$ cat src/rtl/multi_pulse_gen_pkg.sv
// Shared edge-mode encoding for the multi-channel pulse generator.
// Imported by the channel and top modules.
package multi_pulse_pkg;

  typedef logic [1:0] edge_mode_t;

  localparam edge_mode_t EDGE_OFF  = 2'b00;
  localparam edge_mode_t EDGE_RISE = 2'b01;
  localparam edge_mode_t EDGE_FALL = 2'b10;
  localparam edge_mode_t EDGE_BOTH = 2'b11;

endpackage

$ cat src/rtl/multi_pulse_gen_ch.sv
// One channel: optional synchroniser, edge detect, pulse stretcher,
// sticky overrun and saturating event counter.
module pulse_gen_ch
  import multi_pulse_pkg::*;
#(
  parameter int SYNC_STAGES = 0,
  parameter int PW_W        = 4,
  parameter int CNT_W       = 8
) (
  input  logic             CLK,
  input  logic             RST,
  input  logic             ch_in,
  input  edge_mode_t       edge_mode,
  input  logic [PW_W-1:0]  len,
  input  logic             retrig,
  input  logic             clr_cnt,
  output logic             pulse_out,
  output logic             busy,
  output logic             overrun,
  output logic [CNT_W-1:0] evt_cnt
);

  localparam logic [CNT_W-1:0] CNT_MAX = '1;

  logic            s;
  logic            prev;
  logic            rise;
  logic            fall;
  logic            rise_en;
  logic            fall_en;
  logic            qual;
  logic [PW_W-1:0] cnt;

  generate
    if (SYNC_STAGES == 0) begin : g_nosync
      assign s = ch_in;
    end else begin : g_sync
      logic [SYNC_STAGES-1:0] sq;
      always_ff @(posedge CLK or negedge RST) begin
        if (!RST) begin
          sq <= '0;
        end else begin
          sq[0] <= ch_in;
          for (int i = 1; i < SYNC_STAGES; i++)
            sq[i] <= sq[i-1];
        end
      end
      assign s = sq[SYNC_STAGES-1];
    end
  endgenerate

  assign rise    = s & ~prev;
  assign fall    = ~s & prev;
  assign rise_en = (edge_mode == EDGE_RISE)
                || (edge_mode == EDGE_BOTH);
  assign fall_en = (edge_mode == EDGE_FALL)
                || (edge_mode == EDGE_BOTH);
  assign qual    = (rise_en & rise) | (fall_en & fall);

  // pulse_out mirrors cnt != 0, so it doubles as the busy state
  always_ff @(posedge CLK or negedge RST) begin
    if (!RST) begin
      prev      <= 1'b0;
      cnt       <= '0;
      pulse_out <= 1'b0;
      overrun   <= 1'b0;
      evt_cnt   <= '0;
    end else begin
      prev <= s;
      if (qual && (!pulse_out || retrig)) begin
        cnt       <= len;
        pulse_out <= 1'b1;
      end else if (pulse_out) begin
        cnt       <= cnt - PW_W'(1);
        pulse_out <= (cnt != PW_W'(1));
      end
      if (clr_cnt) begin
        evt_cnt <= '0;
        overrun <= 1'b0;
      end else begin
        if (qual && (evt_cnt != CNT_MAX))
          evt_cnt <= evt_cnt + CNT_W'(1);
        if (qual && pulse_out && !retrig)
          overrun <= 1'b1;
      end
    end
  end

  assign busy = pulse_out;

endmodule

$ cat src/rtl/multi_pulse_gen.sv
// Multi-channel edge-to-pulse generator: per-channel instances
// sharing one clamped pulse length.
module multi_pulse_gen
  import multi_pulse_pkg::*;
#(
  parameter int NUM_CH      = 4,
  parameter int SYNC_STAGES = 0,
  parameter int PW_W        = 4,
  parameter int CNT_W       = 8
) (
  input  logic                    CLK,
  input  logic                    RST,
  input  logic [NUM_CH-1:0]       ch_in,
  input  logic [2*NUM_CH-1:0]     edge_mode,
  input  logic [PW_W-1:0]         pulse_len,
  input  logic                    retrig,
  input  logic                    clr_cnt,
  output logic [NUM_CH-1:0]       pulse_out,
  output logic [NUM_CH-1:0]       busy,
  output logic [NUM_CH-1:0]       overrun,
  output logic [NUM_CH*CNT_W-1:0] evt_cnt
);

  logic [PW_W-1:0] len_eff;

  assign len_eff = (pulse_len == '0) ? PW_W'(1) : pulse_len;

  generate
    for (genvar i = 0; i < NUM_CH; i++) begin : g_ch
      pulse_gen_ch #(
        .SYNC_STAGES (SYNC_STAGES),
        .PW_W        (PW_W),
        .CNT_W       (CNT_W)
      ) u_ch (
        .CLK       (CLK),
        .RST       (RST),
        .ch_in     (ch_in[i]),
        .edge_mode (edge_mode_t'(edge_mode[2*i +: 2])),
        .len       (len_eff),
        .retrig    (retrig),
        .clr_cnt   (clr_cnt),
        .pulse_out (pulse_out[i]),
        .busy      (busy[i]),
        .overrun   (overrun[i]),
        .evt_cnt   (evt_cnt[CNT_W*i +: CNT_W])
      );
    end
  endgenerate

endmodule

$ cat config.mk
export PLATFORM = sky130hd
export DESIGN_NAME = multi_pulse_gen
export DESIGN_NICKNAME = d
export VERILOG_FILES = /design/src/rtl/multi_pulse_gen_pkg.sv /design/src/rtl/multi_pulse_gen_ch.sv /design/src/rtl/multi_pulse_gen.sv
export SDC_FILE = /design/constraint.sdc
export NUM_CORES = 1
export LEC_CHECK = 0
export BUFFER_PORTS_ARGS = -buffer_cell sky130_fd_sc_hd__buf_2
export CORE_MARGIN = 4
export CORE_UTILIZATION = 40
export CTS_CLUSTER_SIZE = 20
export DETAILED_ROUTE_END_ITERATION = 8
export HOLD_SLACK_MARGIN = 0.02
export SLEW_MARGIN = 20
export SYNTH_ARGS = -nofsm -noshare
export SYNTH_HDL_FRONTEND = slang
export SYNTH_SLANG_ARGS = --single-unit
$ cat constraint.sdc
create_clock -name CLK -period 4.7 [get_ports CLK]
set_input_delay 0 -clock CLK [delete_from_list [all_inputs] [get_ports CLK]]
set_output_delay 0 -clock CLK [all_outputs]
set_load 0.02 [all_outputs]
==> flow_summary.ini <==
[hold_path]
whs_path_depth = 3
hp-class = in2reg

[sta]
period_minus_slack_ps = 1880
fin_crit_sh = 0.400
fmaxAchievable_mhz = 532
rsz0062_at_grt = false
finalHoldViolations = 0
worst_pin_slew_ps = 770
skew_ps = 11.6
fin_setup_tns_ps = 0
relSlewSlack = 0.487
finalSetupViolations = 0
slew_violations = 0

[die]
die_h_um = 102
coreArea_um2 = 8380
die_w_um = 102
start_util = 0.418
rows = 33
num_io_pins = 64
dieArea_um2 = 10300

[synth]
avgSynthCellArea_um2 = 9.22
synth_top_area_frac = 0.429
synthSimpleGateAreaFrac = 0.217
syn-num-nets = 412
synth-edff-count = 0
synth_xor_area_frac = 0.0275
synthMuxAreaShare = 0.0236
async_reset_ff_frac = 1.00
synth_compound_area_frac = 0.195
yosys_warnings = 0
synth.distinct_cells = 54
synth_area_leader_cell = dfrtp_1
synth_top_family_by_area = simple AND/OR/NAND/NOR gates
dominantRegCellSynth = dfrtp_1
seq_area_frac_synth = 0.429
synthAdderAreaFrac = 0.0429
postSynthCellCount = 380
synth_area_leaders = dfrtp_1 (43%), ha_1 (4.3%), a21oi_1 (3.7%)
ys_seq_elements = 60
syn_area_um2 = 3500

[run]
drv_cap = 0

[critical_path]
cp.arrival_ps = 2100
rr_worst_depth = 4
crit_type = reg2reg
crit_required_ps = 4920
critPathMaxFanout = 14
end_kind = flop
start_kind = flop

[place]
dp_cells = 521
place_congestion = 0.815
dpl.hpwl_um = 5870
place.port_buffers = 63

[power]
peakVddDrop_uv = 140
p_per_area_nw_per_um2 = 424
p_leak_nw = 1.91

[global_route]
antenna_found_initial = 0
grt_pass1_wl_um = 13800
grt_max_degree = 61
track_usage = 0.168
grt_pass1_vias = 2938
grt_overflow_total = 0

[route]
wl_per_cell_um = 15.6
top_layer_used = met4
vias_per_cell = 5.62
wl_met1_um = 3940
wirelength_um = 8450
wl_met2_um = 3950
dr.pass1.iters = 5
drt_iter0_markers = 141
drcViolationCount = 0
via_count = 3051
ant_nets = 0
wl_met3_um = 434

[cts]
cts.path.max_buffers = 2
path_clk_slew_ps = 80
post_cts_resized = 0
cts_buffers = 9
cts_sinks = 60
post_cts_buffers = 0
htree_num_levels = 3
insertion_delay_ps = 340
clockRootBuffer = clkbuf_8
postCtsHoldBufs = 7
cts_tree = done

[cells_and_area]
final_cells = 543
area_growth_syn_to_layout_pct = 15.9
final_layout_size_suffix_gt1_frac = 0.203
n_antenna_cell = 0
num-nets-final = 466

[status]
status = completed
==> kinds of logic after synthesis <==
kind of cell    count (synthesis)
compound gates                105
xor+xnor                       11
fa+ha+maj                      12
buf+inv                        45
flops                          60
mux                             8
simple gates                  139
==> final timing paths <==
check / start / endpoint / slack (ps)
max: g_ch[3].u_ch.prev / g_ch[3].u_ch.evt_cnt[4] / 2820
min: pulse_len[2] / g_ch[0].u_ch.cnt[2] / 20
max reg2reg: g_ch[3].u_ch.prev / g_ch[3].u_ch.evt_cnt[4] / 2820
min reg2reg: g_ch[1].u_ch.overrun / g_ch[1].u_ch.overrun / 490
max in group asynchronous: RST / g_ch[0].u_ch.evt_cnt[1] / 3840
min in group asynchronous: RST / g_ch[2].u_ch.evt_cnt[5] / 360
==> sequential cells by signal, indices dropped and copies added, names as in the netlist <==
signal and flops:
g_ch.u_ch.evt_cnt 32, g_ch.u_ch.cnt 16, g_ch.u_ch.prev 4, g_ch.u_ch.busy 4
g_ch.u_ch.overrun 4
==> area by class of cell <==
type                       instances  area (um2)
tap                              105         131
clock buffer                      10         138
inverter                          17        63.8
timing repair buffer              71         393
multi-input combinational        275        1780
clock inverter                     5        52.6
fill                             821        4320
sequential                        60        1500
==> synth_stat cells, drive strengths merged, types with 4 or more instances <==
cell and number:
a211oi 14, xor2 10, a21oi 26, nand2 23, and3b 8, dfrtp 60
clkbuf 9, o22ai 12, or3 11, a21o 4, ha 12, mux2i 6
a31oi 7, inv 17, and3 4, nand3 15, nor2b 4, o32ai 4
or2 5, o2bb2ai 4, nor3 14, nor2 30, buf 19, o21ai 20
==> critical path: stages (launching register included) <==
cell	delay (ps)
dfrtp_1	390
and3b_1	280
or2_0	590
nand3_1	180
mux2_2	320
==> per-layer routing <==
metal / track usage / vias up
met2: 0.266 / 71
li1: - / 1494
met1: 0.228 / 1475
met4: 0.0613 / 0
met3: 0.0324 / 11
met5: 0 / -
==> power breakdown <==
part	internal, W	total (W)	leakage (nW)	switching, W
registers	0.000613	0.000741	0.773	0.000129
clock network	0.000253	0.000463	0.0979	0.000209
logic	0.000238	0.000516	1.04	0.000279
==> metrics by stage <==
step / worst slack [ps] / hold slack [ps] / area (um2) / util / total power (W)
final: 2820 / 21.1 / 4060 / 0.484 / 0.00172
after global routing: 2630 / 41.9 / 4060 / 0.484 / 0.00183
after CTS: 2410 / 20.9 / 4050 / 0.484 / 0.00173
after detailed placement: 2510 / 134 / 3790 / 0.452 / 0.00126
after global placement: 2590 / 127 / 3790 / 0.452 / 0.00124
after floorplan: 2980 / -296 / 3500 / - / 0.00116
==> placed cells by master (no fill, tap or decap), types with 4 or more instances in the layout <==
| master | synthesis | routed |
|---|---|---|
| a211oi_1 | 14 | 14 |
| a21o_1 | 4 | 4 |
| a21oi_1 | 26 | 26 |
| a31oi_1 | 7 | 7 |
| and3b_1 | 8 | 8 |
| buf_2 | 6 | 63 |
| clkbuf_8 | 0 | 10 |
| dfrtp_1 | 60 | 60 |
| dlygate4sd3_1 | 0 | 7 |
| ha_1 | 12 | 12 |
| inv_1 | 17 | 17 |
| mux2i_1 | 6 | 6 |
| nand2_1 | 23 | 23 |
| nand3_1 | 15 | 15 |
| nor2_1 | 30 | 30 |
| nor2b_1 | 4 | 4 |
| nor3_1 | 14 | 14 |
| o21ai_0 | 20 | 20 |
| o22ai_1 | 11 | 11 |
| o2bb2ai_1 | 4 | 4 |
| or3_1 | 11 | 11 |
| xor2_1 | 10 | 10 |
No activity file was read; power rests on OpenSTA's default activity.
